==> src/rtl/uart_reg_master_pkg.sv <==
// Shared constants for the UART-driven register bus master: command and reply
// codes plus the FSM state encoding.
package uart_reg_master_pkg;

   localparam logic [7:0] CMD_WRITE = 8'h00;
   localparam logic [7:0] CMD_READ  = 8'h80;
   localparam logic [7:0] RSP_OK    = 8'hA5;
   localparam logic [7:0] RSP_ERR   = 8'hEE;

   typedef logic [3:0] state_t;

   localparam state_t ST_IDLE      = 4'd0;
   localparam state_t ST_ADDR      = 4'd1;
   localparam state_t ST_LEN       = 4'd2;
   localparam state_t ST_WR_DATA   = 4'd3;
   localparam state_t ST_WR_STROBE = 4'd4;
   localparam state_t ST_RD_STROBE = 4'd5;
   localparam state_t ST_RD_WAIT   = 4'd6;
   localparam state_t ST_RD_SEND   = 4'd7;
   localparam state_t ST_STATUS    = 4'd8;
   localparam state_t ST_ERR       = 4'd9;

   // States in which the master is waiting on a command byte.
   function automatic logic is_byte_wait(input state_t s);
      return (s == ST_ADDR) || (s == ST_LEN) || (s == ST_WR_DATA);
   endfunction

   // States between address capture and the end of the frame's last access.
   function automatic logic is_addr_phase(input state_t s);
      return (s == ST_LEN) || (s == ST_WR_DATA) || (s == ST_WR_STROBE) ||
             (s == ST_RD_STROBE) || (s == ST_RD_WAIT) || (s == ST_RD_SEND);
   endfunction

endpackage

==> src/rtl/rms_timeout.sv <==
// Reloadable inter-byte timeout counter; only instantiated by uart_reg_master
// when RMS_TIMEOUT_EN is defined.
module rms_timeout #(
   parameter int pTIMEOUT = 1000
) (
   input  logic usb_clk,
   input  logic reset_n,
   input  logic reload,
   input  logic enable,
   output logic expired
);

   localparam int W = $clog2(pTIMEOUT + 1);

   logic [W-1:0] count;

   always_ff @(posedge usb_clk or negedge reset_n) begin
      if (!reset_n) begin
         count <= W'(pTIMEOUT);
      end else if (reload) begin
         count <= W'(pTIMEOUT);
      end else if (enable && (count != '0)) begin
         count <= count - 1'b1;
      end
   end

   assign expired = enable && (count == '0);

endmodule

==> src/rtl/uart_reg_master.sv <==
// Byte-command framed register bus master (CMD, ADDR, LEN, [data...]).
// Optional inter-byte timeout abort is enabled with `define RMS_TIMEOUT_EN.
module uart_reg_master
   import uart_reg_master_pkg::*;
#(
   parameter int pBYTECNT_SIZE = 7,
   parameter int pRD_LATENCY   = 1,
   parameter int pTIMEOUT      = 1000
) (
   input  logic                     usb_clk,
   input  logic                     reset_n,
   input  logic [7:0]               I_cmd_data,
   input  logic                     I_cmd_valid,
   output logic                     O_cmd_ready,
   output logic [7:0]               O_rsp_data,
   output logic                     O_rsp_valid,
   input  logic                     I_rsp_ready,
   output logic [7:0]               reg_address,
   output logic [pBYTECNT_SIZE-1:0] reg_bytecnt,
   output logic [7:0]               write_data,
   input  logic [7:0]               read_data,
   output logic                     reg_read,
   output logic                     reg_write,
   output logic                     reg_addrvalid
);

   state_t      state;
   logic        run;
   logic        is_read;
   logic [7:0]  remaining;
   logic [1:0]  wait_cnt;
   logic [7:0]  rd_sample;
   logic        cmd_fire;
   logic        rsp_fire;
   logic        timeout_hit;

   // NOTE: strobes and valids are decoded from the state register, so the
   // asynchronous reset forces them low immediately, even mid-frame.
   assign reg_write     = (state == ST_WR_STROBE);
   assign reg_read      = (state == ST_RD_STROBE);
   assign reg_addrvalid = is_addr_phase(state);
   assign O_rsp_valid   = (state == ST_RD_SEND) || (state == ST_STATUS) || (state == ST_ERR);
   assign O_cmd_ready   = run && ((state == ST_IDLE) || is_byte_wait(state));

   always_comb begin
      O_rsp_data = 8'h00;
      case (state)
         ST_RD_SEND: O_rsp_data = rd_sample;
         ST_STATUS:  O_rsp_data = RSP_OK;
         ST_ERR:     O_rsp_data = RSP_ERR;
         default:    O_rsp_data = 8'h00;
      endcase
   end

   assign cmd_fire = I_cmd_valid && O_cmd_ready;
   assign rsp_fire = O_rsp_valid && I_rsp_ready;

`ifdef RMS_TIMEOUT_EN
   rms_timeout #(
      .pTIMEOUT (pTIMEOUT)
   ) u_timeout (
      .usb_clk (usb_clk),
      .reset_n (reset_n),
      .reload  (cmd_fire || !is_byte_wait(state)),
      .enable  (is_byte_wait(state)),
      .expired (timeout_hit)
   );
`else
   assign timeout_hit = 1'b0;
`endif

   // NOTE: all sequential state uses non-blocking assignments so every branch
   // sees the pre-edge values of state, remaining and reg_bytecnt.
   always_ff @(posedge usb_clk or negedge reset_n) begin
      if (!reset_n) begin
         state       <= ST_IDLE;
         run         <= 1'b0;
         is_read     <= 1'b0;
         reg_address <= 8'h00;
         reg_bytecnt <= '0;
         write_data  <= 8'h00;
         remaining   <= 8'h00;
         wait_cnt    <= 2'd0;
         rd_sample   <= 8'h00;
      end else begin
         run <= 1'b1;
         case (state)
            ST_IDLE: begin
               if (cmd_fire) begin
                  is_read <= (I_cmd_data == CMD_READ);
                  if ((I_cmd_data == CMD_WRITE) || (I_cmd_data == CMD_READ)) state <= ST_ADDR;
                  else                                                      state <= ST_ERR;
               end
            end
            ST_ADDR: begin
               if (cmd_fire) begin
                  reg_address <= I_cmd_data;
                  reg_bytecnt <= '0;
                  state       <= ST_LEN;
               end else if (timeout_hit) begin
                  state <= ST_ERR;
               end
            end
            ST_LEN: begin
               if (cmd_fire) begin
                  remaining <= I_cmd_data;
                  // A zero-length write still acknowledges; a zero-length read is silent.
                  if (I_cmd_data == 8'h00) state <= is_read ? ST_IDLE : ST_STATUS;
                  else                     state <= is_read ? ST_RD_STROBE : ST_WR_DATA;
               end else if (timeout_hit) begin
                  state <= ST_ERR;
               end
            end
            ST_WR_DATA: begin
               if (cmd_fire) begin
                  write_data <= I_cmd_data;
                  state      <= ST_WR_STROBE;
               end else if (timeout_hit) begin
                  state <= ST_ERR;
               end
            end
            ST_WR_STROBE: begin
               reg_bytecnt <= reg_bytecnt + 1'b1;
               remaining   <= remaining - 8'd1;
               state       <= (remaining == 8'd1) ? ST_STATUS : ST_WR_DATA;
            end
            ST_RD_STROBE: begin
               wait_cnt <= 2'd0;
               state    <= ST_RD_WAIT;
            end
            ST_RD_WAIT: begin
               if (wait_cnt == 2'(pRD_LATENCY - 1)) begin
                  rd_sample <= read_data;
                  state     <= ST_RD_SEND;
               end else begin
                  wait_cnt <= wait_cnt + 2'd1;
               end
            end
            ST_RD_SEND: begin
               if (rsp_fire) begin
                  reg_bytecnt <= reg_bytecnt + 1'b1;
                  remaining   <= remaining - 8'd1;
                  state       <= (remaining == 8'd1) ? ST_IDLE : ST_RD_STROBE;
               end
            end
            ST_STATUS, ST_ERR: begin
               if (rsp_fire) state <= ST_IDLE;
            end
            default: state <= ST_IDLE;
         endcase
      end
   end

endmodule
==> config.mk <==
export PLATFORM = sky130hd
export DESIGN_NAME = uart_reg_master
export DESIGN_NICKNAME = d
export VERILOG_FILES = /design/src/rtl/uart_reg_master_pkg.sv /design/src/rtl/rms_timeout.sv /design/src/rtl/uart_reg_master.sv
export SDC_FILE = /design/constraint.sdc
export NUM_CORES = 1
export LEC_CHECK = 0
export CELL_PAD_IN_SITES_DETAIL_PLACEMENT = 1
export CELL_PAD_IN_SITES_GLOBAL_PLACEMENT = 1
export CORE_MARGIN = 3
export CORE_UTILIZATION = 44
export CTS_BUF_LIST = sky130_fd_sc_hd__clkbuf_4
export DETAILED_ROUTE_END_ITERATION = 16
export HOLD_SLACK_MARGIN = 0.02
export MAX_ROUTING_LAYER = met4
export PLACE_DENSITY_LB_ADDON = 0.15
export SYNTH_ARGS = -nofsm -noshare
export SYNTH_HDL_FRONTEND = slang
export SYNTH_SLANG_ARGS = --single-unit
==> constraint.sdc <==
create_clock -name usb_clk -period 3.5 [get_ports usb_clk]
set_clock_uncertainty 0.05 [all_clocks]
set_input_delay 0.7 -clock usb_clk [delete_from_list [all_inputs] [get_ports usb_clk]]
set_output_delay 0.7 -clock usb_clk [all_outputs]
set_load 0.01 [all_outputs]
; Word-level counts from Yosys, hierarchy flattened
; Index checks and enable logic that the tools add are counted.
[op_classes]
eq_ne = 19
add_sub_neg = 3
n_reduce_logical = 29
muxes = 23
[ops]
columns = op, count
row1 = $pmux 8 s3, 2
row2 = $mux 4, 11
row3 = $pmux 4 s9, 1
row4 = $pmux 7 s3, 1
row5 = $eq 4x3->1 const B, 4
row6 = $mux 8, 2
row7 = $mux 7, 2
row8 = $ne 2x2->1 const B, 7
row9 = $logic_or 1x1->1, 11
row10 = $reduce_and 2->1, 5
row11 = $eq 4x2->1 const B, 2
row12 = $eq 4x4->1 const B, 2
row13 = $eq 8x1->1 const B, 1
row14 = $eq 8x8->1 const B, 1
row15 = $logic_not 8->1, 1
row16 = $sub 8x1->8 const B, 1
row17 = $add 7x1->7 const B, 1
row18 = $reduce_and 7->1, 1
row19 = $mux 3, 2
row20 = $reduce_and 3->1, 2
row21 = $reduce_bool 3->1, 2
row22 = $eq 4x1->1 const B, 1
row23 = $logic_not 4->1, 1
row24 = $pmux 2 s2, 1
row25 = other kinds (7), 9
[word_totals]
register_bits = 47

; Logic depth before layout (Yosys ltp)
[logic_depth]
depth_word = 8
mapped_depth = 6
depth_no_buf = 6

; Worst setup path after synthesis
; No wires, ideal clock.
[synth_path]
kind = reg2out
start = reg state[2]
end = out O_rsp_data[1]
path_stages_with_launch = 4
required_ps = 2750
arrival_ps = 1221
slack_ps = 1529
cell_sequence = dfrtp_1 -> or3b_1 -> buf_2 -> a21boi_0
[synth_via]
elab_chain_len = 2
word_cells_on_any_way = 4
[synth_rtl]
columns = element, line
row1 = start: declaration, uart_reg_master.sv:27  ; state_t state;
row2 = start signal: assignment, uart_reg_master.sv:108  ; if (I_cmd_data == 8'h00) state <= is_read ? ST_IDLE : ST_STATUS;
row3 = start signal: assignment, uart_reg_master.sv:109  ; else state <= is_read ? ST_RD_STROBE : ST_WR_DATA;
row4 = start signal: assignment, uart_reg_master.sv:125  ; state <= (remaining == 8'd1) ? ST_STATUS : ST_WR_DATA;
row5 = $eq 4x4->1 / $eq 4x3->1 (equally long branches), uart_reg_master.sv:47  ; case (state)
row6 = $pmux 8 s3 *, uart_reg_master.sv:47
row7 = end: declaration, uart_reg_master.sv:15  ; output logic [7:0] O_rsp_data,
; Every way passes the cells marked *; elsewhere a longest branch is shown, timed or not.

; Final worst setup path
[layout_path]
start = reg state[3]
end = out O_rsp_data[1]
; Same word-level chain as after synthesis.

==> out/summary.json <==
{
  "outcome": "complete, no violations",
  "synth_area_per_cell_um2": 10.2,
  "gr-usage-met2": 0.343,
  "antenna_violations_before_repair": 0,
  "final_number_of_hold_violating_endpoints": 0,
  "crit_arrival_ns": 2.42,
  "critPathRequiredTime_ns": 2.75,
  "drt-vias-per-instance": 5.75,
  "finalWorstPathRequiredPeriod_ns": 3.17,
  "wire_length_of_the_first_global_routing_pass_um": 11700,
  "multi_input_area_um2": 1340,
  "globalRouteMet1Util": 0.277,
  "detailedPlace.worstSlack_ns": 0.731,
  "synth_commonest_cells": "dfrtp_1 (47), mux2_2 (23), nand2_1 (23)",
  "per_cell_routed_wire_length_um": 17.7,
  "floorplan.core_area_um2": 5640,
  "synth_cell_types": 58,
  "worst_ir_drop_vdd_v": 0.000330,
  "yosysMostFrequentCell": "dfrtp_1",
  "ff_latch_area_um2": 1180,
  "leakage_power_of_the_design_nw": 1.37,
  "combinational_family_with_the_most_area_after_synthesis": "simple AND/OR/NAND/NOR gates",
  "yosys.area_share.simple": 0.188,
  "cts.sinks": 47,
  "drive_above_1_share": 0.141,
  "htree_levels": 2,
  "setup_slack_ns": 0.334,
  "worst_setup_path_start_kind": "flop",
  "dr.pass1.iters": 5,
  "synthArstFlopShare": 1.00,
  "met3_usage": 0.0397,
  "insertedDiodeCount": 0,
  "num_rows": 27,
  "final_nets": 334,
  "floorplan.die_area_um2": 6920,
  "ioPinCount": 56,
  "gp_congestion": 0.891,
  "worst_setup_path_end_kind": "primary output",
  "hpwl_um": 5030,
  "all_layer_gr_usage": 0.210,
  "first_global_vias": 2324,
  "switching_share": 0.382,
  "crit_type": "reg2out",
  "combinational_share_of_power": 0.431,
  "grt.overflow.total": 0,
  "post_cts.resized_instances": 0,
  "finalSetupViolations": 0,
  "ys.flop_type": "dfrtp_1",
  "setup_tns_ns": 0,
  "ys_seq_elements": 47,
  "unrepaired_setup_endpoints_after_global_routing": "no",
  "post_synth_xor_area_fraction": 0.00334,
  "busiest_layer": "met2",
  "max_slew.worst_pin.slew_ns": 0.839,
  "portion_of_total_power_attributed_to_the_clock_network": 0.143,
  "root_buffer_selected_by_cts": "clkbuf_4",
  "netSwitchingPower_mw": 0.787,
  "internal-power_mw": 1.27,
  "die_width_um": 83.2,
  "fillers": 627,
  "syn_to_final_growth_pct": 25.5,
  "maxClockFrequency_ghz": 0.316,
  "place.port_buffers": 55,
  "tritoncts_clock_tree": "done",
  "final_antenna_net_count": 0,
  "final_min_period_over_clock_period": 0.904,
  "clk_pin_slew_worst_paths_ns": 0.17,
  "max-clock-path-buffers": 2,
  "mux_cell_area_share_after_synthesis": 0.129,
  "power.sequential.fraction": 0.426,
  "cts_made_buffers": 5,
  "postLayoutCellArea_um2": 3290,
  "synth_adder_area_share": 0.0191,
  "synth_top_area_frac": 0.448,
  "dpl-instance-area_um2": 3220,
  "post-layout-total-power_mw": 2.06,
  "clkLatencyLatePin_ns": 0.37,
  "synth_edf_count": 0,
  "cp_max_fo": 18,
  "initialDrtViolationCount": 144,
  "slew_violations": 0,
  "max_cap_viol_count": 0,
  "route.final.wire_length_um": 6800,
  "worstHoldPathType": "in2async",
  "postCtsSetupBuffers": 0,
  "dieHeight_um": 83.2,
  "synth_top_area_cell": "dfrtp_1",
  "max-slew-margin-rel": 0.440,
  "yosys_warnings": 0,
  "num_vias": 2202,
  "synth_sequential_area_ratio": 0.448,
  "postSynthCellCount": 257,
  "cts_hold_buffers": 0,
  "drc": 0,
  "synth-compound-area-share": 0.169,
  "synthesis.nets": 281,
  "grt_start_max_net_pins": 38,
  "path_depth_of_the_worst_reg2reg_path": 5,
  "synth_area_leaders": "dfrtp_1 (45%), mux2_2 (9.9%), nand2_1 (3.3%)",
  "power_density_nw_per_um2": 626,
  "mappedNetlistArea_um2": 2620,
  "start_util": 0.465
}
flip-flops by register name, indices dropped and copies added, names as in the netlist:
| signal | flops |
|---|---|
| rd_sample | 8 |
| reg_address | 8 |
| remaining | 8 |
| write_data | 8 |
| reg_bytecnt | 7 |
| state | 4 |
| wait_cnt | 2 |
| is_read | 1 |
| run | 1 |
power by group through the flow:
stage          Clock [mW]  Combinational (mW)  Sequential (mW)
5_1_grt             0.331               0.969            0.909
2_1_floorplan           0               0.528            0.849
4_1_cts             0.305               0.898            0.878
3_5_place_dp            0               0.890            0.888
6_report            0.295               0.888            0.878
3_3_place_gp            0               0.873            0.879
critical path, cell delays in order (launching register included):
cell and delay, ns:
dfrtp_1 0.67, or3b_1 0.56, a21boi_0 0.25, clkdlybuf4s50_1 0.57
through the flow:
stage	hold WS, ns	std cells	utilization
CTS	0.373	383	0.583
floorplan	0.354	257	-
finish	0.351	383	0.583
global route	0.394	383	0.583
detailed placement	0.425	375	0.571
global placement	0.419	375	0.571
logic make-up (layout without fill, tap and decap cells):
kind of cell / count (synthesis) / after routing
simple gates: 88 / 88
compound gates: 62 / 62
flops: 47 / 47
mux: 31 / 31
buf+inv: 23 / 77
fa+ha+maj: 4 / 4
other cells: 1 / 1
xor+xnor: 1 / 1
placed cells by master, fill, tap and decap left out, drive strengths merged, types with 2 or more instances in the layout:
| cell | synthesis | routed |
|---|---|---|
| a211oi | 7 | 7 |
| a21boi | 4 | 4 |
| a21o | 2 | 2 |
| a21oi | 5 | 5 |
| a22oi | 2 | 2 |
| a2bb2oi | 2 | 2 |
| a31oi | 5 | 5 |
| and2 | 4 | 4 |
| and3 | 2 | 2 |
| buf | 10 | 6 |
| clkbuf | 4 | 5 |
| clkdlybuf4s50 | 0 | 54 |
| dfrtp | 47 | 47 |
| ha | 4 | 4 |
| inv | 9 | 12 |
| mux2 | 23 | 23 |
| mux2i | 8 | 8 |
| nand2 | 24 | 24 |
| nand2b | 9 | 9 |
| nand3 | 8 | 8 |
| nand3b | 2 | 2 |
| nand4b | 2 | 2 |
| nor2 | 8 | 8 |
| nor2b | 2 | 2 |
| nor3 | 10 | 10 |
| nor3b | 3 | 3 |
| nor4 | 3 | 3 |
| o21a | 3 | 3 |
| o21ai | 12 | 12 |
| o22a | 3 | 3 |
| o22ai | 5 | 5 |
| o2bb2ai | 4 | 4 |
| or3 | 3 | 3 |
per-layer routing:
layer | routed length, µm | vias up
met4 | 31 | 0
li1 | - | 1047
met1 | 3070 | 1092
met2 | 3420 | 61
met3 | 284 | 2
met5 | 0 | -
layout make-up:
class | count | share of cell area
Timing Repair Buffer | 60 | 0.177
Tap cell | 72 | 0.0274
Multi-Input combinational cell | 187 | 0.407
Clock buffer | 5 | 0.0114
Clock inverter | 3 | 0.00951
Inverter | 9 | 0.0103
Sequential cell | 47 | 0.357
worst paths after layout:
kind                       slack (ns)                       start                    endpoint
max                              0.33        state[3]$_DFFE_PN0P_               O_rsp_data[1]
max in group asynchronous        2.43                     reset_n  reg_address[1]$_DFFE_PN0P_
min reg2reg                      0.46  reg_address[7]$_DFFE_PN0P_  reg_address[7]$_DFFE_PN0P_
max reg2reg                      1.28        state[0]$_DFFE_PN0P_    remaining[5]$_DFFE_PN0P_
min                              0.35                     reset_n  reg_bytecnt[4]$_DFFE_PN0P_
min in group usb_clk             0.46  reg_address[7]$_DFFE_PN0P_  reg_address[7]$_DFFE_PN0P_
No activity file was read; power rests on OpenSTA's default activity.
